==> src/rtl/axis_pkt_fifo_pkg.sv <==
// Shared types and defaults for the store-and-forward AXI-Stream packet FIFO.
package axis_pkt_fifo_pkg;

  localparam int DATA_W_DEF = 8;
  localparam int ADDR_W_DEF = 4;

  // Write-side state: ACCEPT stores beats, DROP swallows the rest of an oversize packet.
  typedef enum logic {
    ST_ACCEPT = 1'b0,
    ST_DROP   = 1'b1
  } wr_state_e;

  // Saturating 8-bit increment for the drop counter.
  function automatic logic [7:0] sat_inc8(input logic [7:0] v);
    return (v == 8'hFF) ? v : v + 8'd1;
  endfunction

endpackage

==> src/rtl/axis_pkt_fifo_sp_ram.sv <==
// Simple dual-port buffer: one synchronous write port, one asynchronous read port.
module axis_sp_ram #(
  parameter int WIDTH  = 9,
  parameter int ADDR_W = 4
) (
  input  logic              clk,
  input  logic              we,
  input  logic [ADDR_W-1:0] waddr,
  input  logic [WIDTH-1:0]  wdata,
  input  logic [ADDR_W-1:0] raddr,
  output logic [WIDTH-1:0]  rdata
);

  localparam int DEPTH = 1 << ADDR_W;

  // NOTE: the storage array has no reset; entries are only ever read after
  // being written, and the pointers (which are reset) define what is valid.
  logic [WIDTH-1:0] mem_q [DEPTH];

  // Write port.
  always_ff @(posedge clk) begin
    if (we) mem_q[waddr] <= wdata;
  end

  assign rdata = mem_q[raddr];

endmodule

==> src/rtl/axis_pkt_fifo.sv <==
// Store-and-forward packet FIFO: a packet is visible on m_* only once its last
// beat is stored; packets longer than the buffer are discarded whole.
module axis_pkt_fifo
  import axis_pkt_fifo_pkg::*;
#(
  parameter int DATA_W = DATA_W_DEF,
  parameter int ADDR_W = ADDR_W_DEF,
  parameter int DEPTH  = 2 ** ADDR_W
) (
  input  logic              clk,
  input  logic              reset,
  input  logic [DATA_W-1:0] s_data,
  input  logic              s_valid,
  output logic              s_ready,
  input  logic              s_last,
  output logic [DATA_W-1:0] m_data,
  output logic              m_valid,
  input  logic              m_ready,
  output logic              m_last,
  output logic [ADDR_W:0]   pkt_count,
  output logic [7:0]        drop_count
);

  localparam logic [ADDR_W:0] FULL_LVL = DEPTH[ADDR_W:0];
  localparam logic [ADDR_W:0] PTR_ONE  = {{ADDR_W{1'b0}}, 1'b1};

  wr_state_e         state_q, state_d;
  logic [ADDR_W:0]   wr_ptr_q, wr_ptr_d;
  logic [ADDR_W:0]   rd_ptr_q, rd_ptr_d;
  logic [ADDR_W:0]   commit_ptr_q, commit_ptr_d;
  logic [ADDR_W:0]   pkt_count_q, pkt_count_d;
  logic [7:0]        drop_count_q, drop_count_d;
  logic [DATA_W-1:0] m_data_q, m_data_d;
  logic              m_last_q, m_last_d;
  logic              m_valid_q, m_valid_d;
  logic              rdy_en_q, rdy_en_d;

  logic [ADDR_W:0]   used;
  logic              full;
  logic              s_hs;
  logic              mem_we;
  logic              rd_load;
  logic              pkt_inc;
  logic              pkt_dec;
  logic [DATA_W:0]   rd_word;

  // Occupancy is derived from registered pointers, so s_ready never depends on
  // a same-cycle read freeing an entry.
  assign used    = wr_ptr_q - rd_ptr_q;
  assign full    = (used == FULL_LVL);
  assign s_ready = rdy_en_q && ((state_q == ST_DROP) || !full);
  assign s_hs    = s_valid && s_ready;
  assign mem_we  = s_hs && (state_q == ST_ACCEPT);

  axis_sp_ram #(
    .WIDTH  (DATA_W + 1),
    .ADDR_W (ADDR_W)
  ) u_ram (
    .clk   (clk),
    .we    (mem_we),
    .waddr (wr_ptr_q[ADDR_W-1:0]),
    .wdata ({s_last, s_data}),
    .raddr (rd_ptr_q[ADDR_W-1:0]),
    .rdata (rd_word)
  );

  // Next-state logic: write FSM, read-side output register and counters.
  always_comb begin
    // NOTE: every signal gets a default first so no path leaves one unassigned
    // (that would infer a latch).
    state_d      = state_q;
    wr_ptr_d     = wr_ptr_q;
    rd_ptr_d     = rd_ptr_q;
    commit_ptr_d = commit_ptr_q;
    pkt_count_d  = pkt_count_q;
    drop_count_d = drop_count_q;
    m_data_d     = m_data_q;
    m_last_d     = m_last_q;
    m_valid_d    = m_valid_q;
    rdy_en_d     = 1'b1;
    pkt_inc      = 1'b0;

    case (state_q)
      ST_ACCEPT: begin
        if (s_hs) begin
          wr_ptr_d = wr_ptr_q + PTR_ONE;
          if (s_last) begin
            commit_ptr_d = wr_ptr_q + PTR_ONE;
            pkt_inc      = 1'b1;
          end
        end else if (full && (commit_ptr_q == rd_ptr_q)) begin
          // The whole buffer is one unterminated packet: discard it.
          wr_ptr_d     = commit_ptr_q;
          drop_count_d = sat_inc8(drop_count_q);
          state_d      = ST_DROP;
        end
      end
      ST_DROP: begin
        if (s_hs && s_last) state_d = ST_ACCEPT;
      end
      default: state_d = ST_ACCEPT;
    endcase

    // Output register never runs past the last committed packet.
    rd_load = (!m_valid_q || m_ready) && (rd_ptr_q != commit_ptr_q);
    if (rd_load) begin
      m_data_d  = rd_word[DATA_W-1:0];
      m_last_d  = rd_word[DATA_W];
      m_valid_d = 1'b1;
      rd_ptr_d  = rd_ptr_q + PTR_ONE;
    end else if (m_ready) begin
      m_valid_d = 1'b0;
    end

    pkt_dec = m_valid_q && m_ready && m_last_q;
    if (pkt_inc && !pkt_dec)      pkt_count_d = pkt_count_q + PTR_ONE;
    else if (!pkt_inc && pkt_dec) pkt_count_d = pkt_count_q - PTR_ONE;
  end

  // State registers, cleared asynchronously.
  always_ff @(posedge clk or negedge reset) begin
    if (!reset) begin
      state_q      <= ST_ACCEPT;
      wr_ptr_q     <= '0;
      rd_ptr_q     <= '0;
      commit_ptr_q <= '0;
      pkt_count_q  <= '0;
      drop_count_q <= '0;
      m_data_q     <= '0;
      m_last_q     <= 1'b0;
      m_valid_q    <= 1'b0;
      rdy_en_q     <= 1'b0;
    end else begin
      // NOTE: non-blocking assignments so every flop samples pre-edge values.
      state_q      <= state_d;
      wr_ptr_q     <= wr_ptr_d;
      rd_ptr_q     <= rd_ptr_d;
      commit_ptr_q <= commit_ptr_d;
      pkt_count_q  <= pkt_count_d;
      drop_count_q <= drop_count_d;
      m_data_q     <= m_data_d;
      m_last_q     <= m_last_d;
      m_valid_q    <= m_valid_d;
      rdy_en_q     <= rdy_en_d;
    end
  end

  assign m_data     = m_data_q;
  assign m_last     = m_last_q;
  assign m_valid    = m_valid_q;
  assign pkt_count  = pkt_count_q;
  assign drop_count = drop_count_q;

endmodule

==> config.mk <==
export PLATFORM = sky130hd
export DESIGN_NAME = axis_pkt_fifo
export DESIGN_NICKNAME = d
export VERILOG_FILES = /design/src/rtl/axis_pkt_fifo_pkg.sv /design/src/rtl/axis_pkt_fifo_sp_ram.sv /design/src/rtl/axis_pkt_fifo.sv
export SDC_FILE = /design/constraint.sdc
export NUM_CORES = 1
export LEC_CHECK = 0
export CORE_ASPECT_RATIO = 1.4
export CORE_MARGIN = 3
export CORE_UTILIZATION = 56
export CTS_BUF_LIST = sky130_fd_sc_hd__clkbuf_8
export CTS_CLUSTER_SIZE = 12
export DETAILED_ROUTE_END_ITERATION = 16
export GPL_TIMING_DRIVEN = 0
export PLACE_DENSITY_LB_ADDON = 0.1
export REMOVE_ABC_BUFFERS = 1
export SLEW_MARGIN = 20
export SYNTH_ARGS = -nofsm -noshare
export SYNTH_HDL_FRONTEND = slang
export SYNTH_HIERARCHICAL = 1
export SYNTH_SLANG_ARGS = --single-unit
==> constraint.sdc <==
create_clock -name clk -period 3.14 [get_ports clk]
set_clock_uncertainty 0.05 [all_clocks]
set_input_delay 0.628 -clock clk [delete_from_list [all_inputs] [get_ports clk]]
set_output_delay 0.628 -clock clk [all_outputs]
set_load 0.01 [all_outputs]
* Word-level counts from Yosys, hierarchy flattened
Memories as Yosys holds them, arrays and structs flattened. A register that Yosys moved wholly into a read port is not among the register bits.
Index checks and enable logic that the tools add are counted.
** Cells by class
- Bitwise logic cells :: 3
- Reductions and logical operators :: 23
- Multiply operators :: 0
- Magnitude comparators :: 0
- Shift-type cells :: 0
- Multiplexer cells :: 15
- $add $sub $neg :: 6
- Div/mod/pow operators :: 0
- Equal/unequal tests :: 4
** Operators by type and width (number)
- 5-bit two-way mux :: 4
- 5-bit by 1-bit adder with 5-bit output, second input constant :: 3
- 1-bit logical AND :: 10
- 1-bit two-way mux :: 10
- 8-bit by 1-bit adder with 8-bit output, second input constant :: 1
- 8-bit == test, second input constant :: 1
- 2-bit nonzero test :: 3
- 5-bit == test :: 1
- 5-bit == test, second input constant :: 1
- 1-bit logical NOT :: 5
- 5-bit != test :: 1
- 5-bit by 1-bit subtractor with 5-bit output, second input constant :: 1
- 5-bit subtractor :: 1
- 4-bit AND reduction :: 1
- 1-bit NOT :: 3
- 3-bit AND reduction :: 1
- 1-bit logical OR :: 2
- 1-bit one-hot mux with 2 select lines :: 1
- 2-bit AND reduction :: 1
** Word-level totals
- Bits in latches :: 0
- Input port bits :: 13
- Memories :: 1
- Output and inout bits :: 24
- Bits in writable memories :: 144
- Word-level logic and storage cells :: 60
- Bits in read-only memories :: 0
- Bits in registers :: 31
** Memory list
- u_ram.mem_q :: words 16, bits a word 9, rd ports 1, clocked after memory_dff 1, wr ports 1, line axis_pkt_fifo_sp_ram.sv:18 : logic [WIDTH-1:0] mem_q [DEPTH];

* Depth between registers and ports, before layout
Gate-level depths: netlist (run 1).
- Depth in word-level cells :: 12
- Gate-level depth with buffers :: 15
- Gate-level depth less buffers :: 14

* By module
Netlist (run 1), hierarchy kept.
** By module, submodules not included
- axis_sp_ram :: instances 1, seq. area each 4324.1 um^2, cells an instance 245, area an instance 5600.4 um^2
- axis_pkt_fifo :: instances 1, seq. area each 1001.0 um^2, cells an instance 184, area an instance 2184.6 um^2

* Worst setup path after synthesis (run 1)
Ideal clock, no wire load.
- Kind :: register to register
- From :: register wr_ptr_q[0]
- To :: memory u_ram.mem_q[0][0], enable pin
- Period minus slack after synthesis :: 3394 ps
- Buffers on the path :: 0
- Stages on the path, launching flop included :: 9
- Arrival :: 2958 ps
- Data required time :: 2703 ps
- Path slack :: -254 ps
- Setup time :: 387 ps
- Cells stage by stage :: dfrtp_1 -> inv_1 -> ha_1 -> or3b_1 -> and3_1 -> o211a_1 -> nor2_1 -> or3b_2 -> nor3_1
** On the way
- Longest elaborated chain between the ends :: 9
** Ends and longest elaborated chain
- from (decl) :: line axis_pkt_fifo.sv:28 : logic [ADDR_W:0] wr_ptr_q, wr_ptr_d;
- from (signal assigned) :: line axis_pkt_fifo.sv:136 : wr_ptr_q <= wr_ptr_d;
- 5-bit subtractor :: line axis_pkt_fifo.sv:49 : assign used = wr_ptr_q - rd_ptr_q;
- 5-bit == test :: line axis_pkt_fifo.sv:50 : assign full = (used == FULL_LVL);
- 1-bit logical NOT :: line axis_pkt_fifo.sv:51 : assign s_ready = rdy_en_q && ((state_q == ST_DROP) || !full);
- 1-bit logical OR :: line axis_pkt_fifo.sv:51
- 1-bit logical AND :: line axis_pkt_fifo.sv:51
- 1-bit logical AND :: line axis_pkt_fifo.sv:52 : assign s_hs = s_valid && s_ready;
- 1-bit logical AND :: line axis_pkt_fifo.sv:53 : assign mem_we = s_hs && (state_q == ST_ACCEPT);
- named net mem_we :: line axis_pkt_fifo.sv:41 : logic mem_we;
- 1-bit two-way mux :: line axis_pkt_fifo_sp_ram.sv:22 : if (we) mem_q[waddr] <= wdata;
- 1-bit two-way mux (not written as such) :: line axis_pkt_fifo_sp_ram.sv:22
- to (decl) :: line axis_pkt_fifo_sp_ram.sv:18
The timed path passes the listed nets, and every way through them passes these cells.

* Worst setup path after layout (run 1)
- From :: register wr_ptr_q[1]
- To :: register pkt_count_q[4], in the netlist pkt_count[4]
** On the way
- Longest elaborated chain between the ends :: 11
- Elaborated cells on any way between the ends :: 13
- Those cells by class :: 1 x add/sub; 1 x eq/ne; 3 x mux; 8 x reduce/logical
** Ends and longest elaborated chain
- 5-bit subtractor * :: line axis_pkt_fifo.sv:49
- 5-bit == test * :: line axis_pkt_fifo.sv:50
- 1-bit logical NOT * :: line axis_pkt_fifo.sv:51
- 1-bit logical OR * :: line axis_pkt_fifo.sv:51
- 1-bit logical AND * :: line axis_pkt_fifo.sv:51
- 1-bit logical AND * :: line axis_pkt_fifo.sv:52
- 1-bit two-way mux * :: line axis_pkt_fifo.sv:85 : if (s_hs) begin
- 1-bit two-way mux * :: line axis_pkt_fifo.sv:83 : case (state_q)
- 1-bit logical NOT :: line axis_pkt_fifo.sv:117 : else if (!pkt_inc && pkt_dec) pkt_count_d = pkt_count_q - PTR_ONE;
- 1-bit logical AND :: line axis_pkt_fifo.sv:117
- 2-bit nonzero test (no source line)
- to (signal assigned) :: line axis_pkt_fifo.sv:139 : pkt_count_q <= pkt_count_d;
- to (decl) :: line axis_pkt_fifo.sv:31 : logic [ADDR_W:0] pkt_count_q, pkt_count_d;
Every way passes the cells marked *; elsewhere a longest branch is shown, timed or not.
A chain may end at the register's enable or synchronous reset.

==> flow_summary.json, run 1 <==
{
  "whs_ns": 0.1121,
  "synth_flop_cell": "edfxtp_1",
  "cts_tree": "built",
  "dp_slack_ns": -1.309,
  "min_period_ns": 3.080,
  "cts_max_level": 4,
  "reg2reg_from": "wr_ptr_q[1]$_DFFE_PN0P_",
  "n_antenna_cell": 0,
  "nFillCells": 940,
  "synth_area_per_cell_um2": 18.15,
  "io_buffers": 36,
  "syn_area_mm2": 0.007785,
  "slew_viol_final": 0,
  "p_per_area_mw_per_mm2": 836.3,
  "status": "finished, final reports clean",
  "globalplace.congestion": 0.7786,
  "rows": 50,
  "vdd_drop_max_mv": 0.4207,
  "avgViaCountPerCell": 5.929,
  "worst_ep_required_time_ns": 3.42,
  "gr-usage-all-layers_pct": 20.54,
  "area_delta_synth_final_pct": 16.73,
  "slew-limit-headroom_pct": 43.11,
  "grt_pass1_wl_um": 23380,
  "final-setup-viol-count": 0,
  "insertion_delay_ns": 0.45,
  "tightestPinTransition_ns": 0.8503,
  "ys_warn_count": 6,
  "p_leak_nw": 3.207,
  "synth_cell_types": 49,
  "first_global_vias": 4182,
  "cts.clk_slew.worst_paths_ns": 0.09,
  "finalCritPeriodShare_pct": 98.09,
  "start_kind": "flip-flop",
  "crit_path_start": "wr_ptr_q[1]$_DFFE_PN0P_",
  "cts.sinks": 184,
  "fp.dieH_um": 145.5,
  "cp_max_fo": 3,
  "root_buffer": "clkbuf_8",
  "synth_enable_flop_cells": 144,
  "multi_input_area_mm2": 0.002441,
  "die_w_um": 105.7,
  "nets": 522,
  "wirelength_um": 15040,
  "start_util_pct": 57.61,
  "timing.final.ws_setup_ns": 0.05999,
  "drc": 0,
  "fmax_mhz": 324.7,
  "seq_area_mm2": 0.005338,
  "overflow": 0,
  "initialDrtViolationCount": 286,
  "firstDrtPassIters": 4,
  "path_class": "reg2reg",
  "io_pins": 37,
  "antenna_found_initial": 0,
  "mostFrequentLayoutCells": "edfxtp_1, clkdlybuf4s50_1, dfrtp_1",
  "vias": 4091,
  "layout_commonest_cell": "edfxtp_1",
  "coreArea_mm2": 0.01351,
  "detailed_place_hpwl_um": 9407,
  "yosys_register_bits": 184,
  "maxCapViolCount": 0,
  "end_kind": "flip-flop",
  "hold_viol_final": 0,
  "dieArea_mm2": 0.01537,
  "min_path_type": "in2async",
  "rsz0062_at_grt": "yes",
  "drive_gt1_share_pct": 29.33,
  "cts_inserted_buffers": 17,
  "async_flop_share_pct": 21.74,
  "cts_buffer_depth": 2,
  "avgRoutedWirePerCell_um": 21.80,
  "cp_data_arrival_time_ns": 3.36,
  "place_inst": 638,
  "fin_cells": 690,
  "synth_cells": 429,
  "ys_seq_area_share_pct": 68.40,
  "antenna_left": 0,
  "grt_max_degree": 38
}
final timing paths:
check / end / slack, ns / cells after the start
max in group asynchronous: rd_ptr_q[0]$_DFFE_PN0P_ / 2.42 / 2
min reg2reg: pkt_count[4]$_DFFE_PN0P_ / 0.42 / 1
min in group clk: pkt_count[4]$_DFFE_PN0P_ / 0.42 / 1
min: drop_count[5]$_DFFE_PN0P_ / 0.11 / 1
max reg2reg: pkt_count[4]$_DFFE_PN0P_ / 0.06 / 13
max: pkt_count[4]$_DFFE_PN0P_ / 0.06 / 13
Yosys cell counts, types with 3 or more instances:
cell type,number,area share [%]
a21oi_1,3,0.19
a22oi_1,18,1.7
and3_1,5,0.40
buf_2,4,0.26
buf_6,5,0.72
dfrtp_1,40,13
edfxtp_1,144,56
ha_1,11,1.8
inv_1,7,0.34
mux2_2,13,1.9
mux2_4,3,0.58
mux2i_1,5,0.64
mux4_1,15,5.1
mux4_2,21,6.1
nand2_1,23,1.1
nand2b_1,4,0.32
nand3_1,8,0.51
nand3b_1,3,0.29
nand4_1,5,0.40
nor2_1,19,0.92
nor3_1,6,0.39
nor4b_2,3,0.58
o21ai_0,5,0.32
o221a_2,5,0.72
xnor2_1,9,1.0
xor2_1,15,1.7
area by class of cell:
class / count / area share (%)
clock buffer: 17 / 2.575
clock inverter: 13 / 1.721
inverter: 7 / 0.3167
multi-input combinational: 221 / 26.86
sequential: 184 / 58.74
tap: 182 / 2.506
timing repair buffer: 66 / 7.283
logic make-up (layout without fill, tap and decap cells):
group / count (synthesis) / count (layout) / share of synthesized area [%]
mux: 57 / 57 / 14.24
simple gates: 91 / 91 / 6.445
buf+inv: 24 / 103 / 2.266
other cells: 1 / 1 / 0.04817
flops: 184 / 184 / 68.40
xor+xnor: 25 / 25 / 3.006
fa+ha+maj: 12 / 12 / 2.025
compound gates: 35 / 35 / 3.568
registers in the layout, summed over array words and instances (netlist names):
signal / flops
drop_count: 8
commit_ptr_q: 5
rdy_en_q: 1
u_ram/mem_q: 144
m_valid: 1
m_last: 1
pkt_count: 5
wr_ptr_q: 5
m_data: 8
rd_ptr_q: 5
state_q: 1
metrics by stage:
step,TNS (ns),util (%),total power [W],cell area [um^2]
6_report,0,67.25,0.007600,9087
5_1_grt,-0.05281,67.25,0.008007,9087
3_5_place_dp,-104.76,61.89,0.005751,8363
2_1_floorplan,-147.76,-,0.004880,7635
4_1_cts,-0.05375,66.33,0.007519,8964
3_3_place_gp,-364.54,60.85,0.005600,8223
where the power goes:
| part | internal (W) | switching (W) |
|---|---|---|
| clock | 0.000773 | 0.000788 |
| sequential | 0.00294 | 0.000236 |
| combinational | 0.00145 | 0.00141 |
critical path, stage by stage, from the launching register on:
cell	delay [ns]
dfrtp_2	0.45
ha_4	0.17
or3b_4	0.41
and3_4	0.20
o211ai_4	0.18
and3_4	0.24
ha_4	0.16
inv_4	0.04
fa_2	0.35
a21o_1	0.20
a21oi_2	0.15
xnor2_1	0.13
nor2_1	0.08
xor2_1	0.16
routing by layer:
| metal | up-vias | GRT usage (%) | share of wire, % |
|---|---|---|---|
| met2 | 105 | 34.83 | 54 |
| met3 | 24 | 4.527 | 4.5 |
| met5 | - | 0 | 0 |
| met4 | 0 | 8.231 | 2.2 |
| li1 | 1836 | - | - |
| met1 | 2126 | 25.79 | 39 |
repair_timing:
action / 4_1_cts / 5_1_grt
gates resized for setup: 31 / 14
endpoints found under the setup margin: 155 / 112
pin swaps: 4 / 11
buffers inserted: 11 / 11
gates cloned: 1 / 0
hold buffers: 0 / 0
No activity file was read; power rests on OpenSTA's default activity.
==> inputs of run 2 (changes only) <==
==> constraint.sdc (replaced) <==
create_clock -name clk -period 2.5 [get_ports clk]
set_clock_uncertainty 0.05 [all_clocks]
set_input_delay 0.5 -clock clk [delete_from_list [all_inputs] [get_ports clk]]
set_output_delay 0.5 -clock clk [all_outputs]
set_load 0.01 [all_outputs]
==> run 2 against run 1 <==
Net effect:
- the run now ends with negative setup slack left
- wire length up 14%
- combinational power up 43%
- core utilization up 5.6 points
- die area unchanged
- highest routed layer unchanged
- first-iteration DRC count up 1.7%
- largest power group is now combinational cells
==> flow_summary.json, run 2 (synthesized netlist as in run 1, its figures left out) <==
{
  "crit_path_start": "wr_ptr_q[2]$_DFFE_PN0P_",
  "nets": 559,
  "end_kind": "flip-flop",
  "avgViaCountPerCell": 6.056,
  "firstDrtPassIters": 5,
  "status": "finished with violations",
  "timing.final.ws_setup_ns": -0.5482,
  "largest_reg_flops": 144,
  "slew_viol_final": 0,
  "drc": 0,
  "insertion_delay_ns": 0.46,
  "rr_endpoint": "u_ram/mem_q[3][4]$_DFFE_PP_",
  "worst_ep_required_time_ns": 2.63,
  "worstRegToRegCells": 10,
  "dp_slack_ns": -1.949,
  "min_period_ns": 3.048,
  "die_w_um": 105.7,
  "finalCritPeriodShare_pct": 121.9,
  "cts_tree": "built",
  "globalplace.congestion": 0.7786,
  "antenna_left": 0,
  "maxCapViolCount": 0,
  "cts.clk_slew.worst_paths_ns": 0.09,
  "tightestPinTransition_ns": 0.8984,
  "top_register": "u_ram/mem_q",
  "cp-endpoint": "u_ram/mem_q[3][4]$_DFFE_PP_",
  "reg2reg_from": "wr_ptr_q[2]$_DFFE_PN0P_",
  "hold_viol_final": 0,
  "dieArea_mm2": 0.01537,
  "cts_max_level": 4,
  "detailed_place_hpwl_um": 9407,
  "initialDrtViolationCount": 291,
  "min_path_type": "reg2reg",
  "antenna_found_initial": 0,
  "vdd_drop_max_mv": 0.5236,
  "vias": 4403,
  "n_antenna_cell": 0,
  "dpl_cell_area_mm2": 0.008363,
  "cts_buffer_depth": 2,
  "root_buffer": "clkbuf_8",
  "start_kind": "flip-flop",
  "io_pins": 37,
  "gr-usage-all-layers_pct": 23.16,
  "area_delta_synth_final_pct": 26.49,
  "violations": "negative setup slack",
  "io_buffers": 36,
  "cts_inserted_buffers": 17,
  "cp_data_arrival_time_ns": 3.17,
  "cp_max_fo": 4,
  "overflow": 0,
  "avgRoutedWirePerCell_um": 23.62,
  "fmax_mhz": 328.1,
  "drive_gt1_share_pct": 35.96,
  "grt_max_degree": 38,
  "mostFrequentLayoutCells": "edfxtp_1, clkdlybuf4s50_1, dfrtp_1",
  "wirelength_um": 17170,
  "start_util_pct": 57.61,
  "rows": 50,
  "whs_ns": 0.4328,
  "path_class": "reg2reg",
  "coreArea_mm2": 0.01351,
  "layout_commonest_cell": "edfxtp_1",
  "finish.instance_area_mm2": 0.009847,
  "first_global_vias": 4626,
  "r2r_setup_slack_ns": -0.55,
  "p_leak_nw": 3.546,
  "fp.dieH_um": 145.5,
  "grt_pass1_wl_um": 26090,
  "rsz0062_at_grt": "yes",
  "final-setup-viol-count": 154,
  "slew-limit-headroom_pct": 39.88,
  "p_per_area_mw_per_mm2": 1022,
  "utilization_pct": 72.87,
  "cts.sinks": 184
}
run 2: cell count changes in the layout (fill, tap and decap cells not counted), moves of 4 or more:
| cell | delta |
|---|---|
| mux2_2 | -4 |
| mux2_4 | +4 |
| buf_12 | +12 |
| buf_6 | +27 |
| nor2_2 | -10 |
| nor2_4 | +10 |
run 2: worst min path at each step:
stage                     depth (start not counted)                          end                      from
after floorplan                                   0  commit_ptr_q[0]$_DFFE_PN0P_                     reset
after global placement                            1     pkt_count[4]$_DFFE_PN0P_  pkt_count[4]$_DFFE_PN0P_
after detailed placement                          1     pkt_count[4]$_DFFE_PN0P_  pkt_count[4]$_DFFE_PN0P_
after CTS                                         1     pkt_count[4]$_DFFE_PN0P_  pkt_count[4]$_DFFE_PN0P_
after global routing                              1     pkt_count[4]$_DFFE_PN0P_  pkt_count[4]$_DFFE_PN0P_
final                                             1     pkt_count[4]$_DFFE_PN0P_  pkt_count[4]$_DFFE_PN0P_
run 2: worst max-delay path, stage by stage (launching register included):
cell and delay [ns]:
dfrtp_2 0.44, ha_2 0.17, or3b_4 0.41, and3_4 0.20, buf_4 0.13, o211a_4 0.24, nor2_4 0.18, or3b_4 0.47
buf_12 0.16, nor2_4 0.15, clkbuf_16 0.18
run 2: routing by layer:
| metal | global-route usage [%] | vias up | share of wire (%) |
|---|---|---|---|
| met4 | 9.268 | 0 | 2.9 |
| li1 | - | 1911 | - |
| met5 | 0 | - | 0 |
| met2 | 41.70 | 134 | 56 |
| met3 | 4.350 | 36 | 4.1 |
| met1 | 27.22 | 2322 | 37 |
run 2: stage by stage:
stage | setup TNS, ns | std cells | total power, W
after floorplan | -263.12 | 412 | 0.006129
final | -61.30 | 727 | 0.01006
after global placement | -489.50 | 630 | 0.007034
after global routing | -66.67 | 727 | 0.01056
after CTS | -44.62 | 718 | 0.009918
after detailed placement | -207.58 | 638 | 0.007223
run 2: where the power goes:
| part | switching (W) | internal, W |
|---|---|---|
| Clock | 0.00100 | 0.000971 |
| Sequential | 0.000314 | 0.00369 |
| Combinational | 0.00203 | 0.00206 |
| Total | 0.00335 | 0.00672 |
run 2: timing repair:
| item | CTS | global route |
|---|---|---|
| cloned | 2 | 1 |
| hold buffers | 1 | 0 |
| endpoints found under the setup margin | 169 | 162 |
| endpoints found under the hold margin | 21 | 0 |
| resized for setup | 98 | 21 |
| setup buffers | 47 | 13 |
| pin swaps | 38 | 29 |
run 2: cell type report:
type                            count  area [um^2]
Clock buffer                       17        234.0
Clock inverter                     13        156.4
Fill cell                         842         3666
Inverter                            7        33.78
Multi-Input combinational cell    221         2649
Sequential cell                   184         5338
Tap cell                          182        227.7
Timing Repair Buffer              103         1209
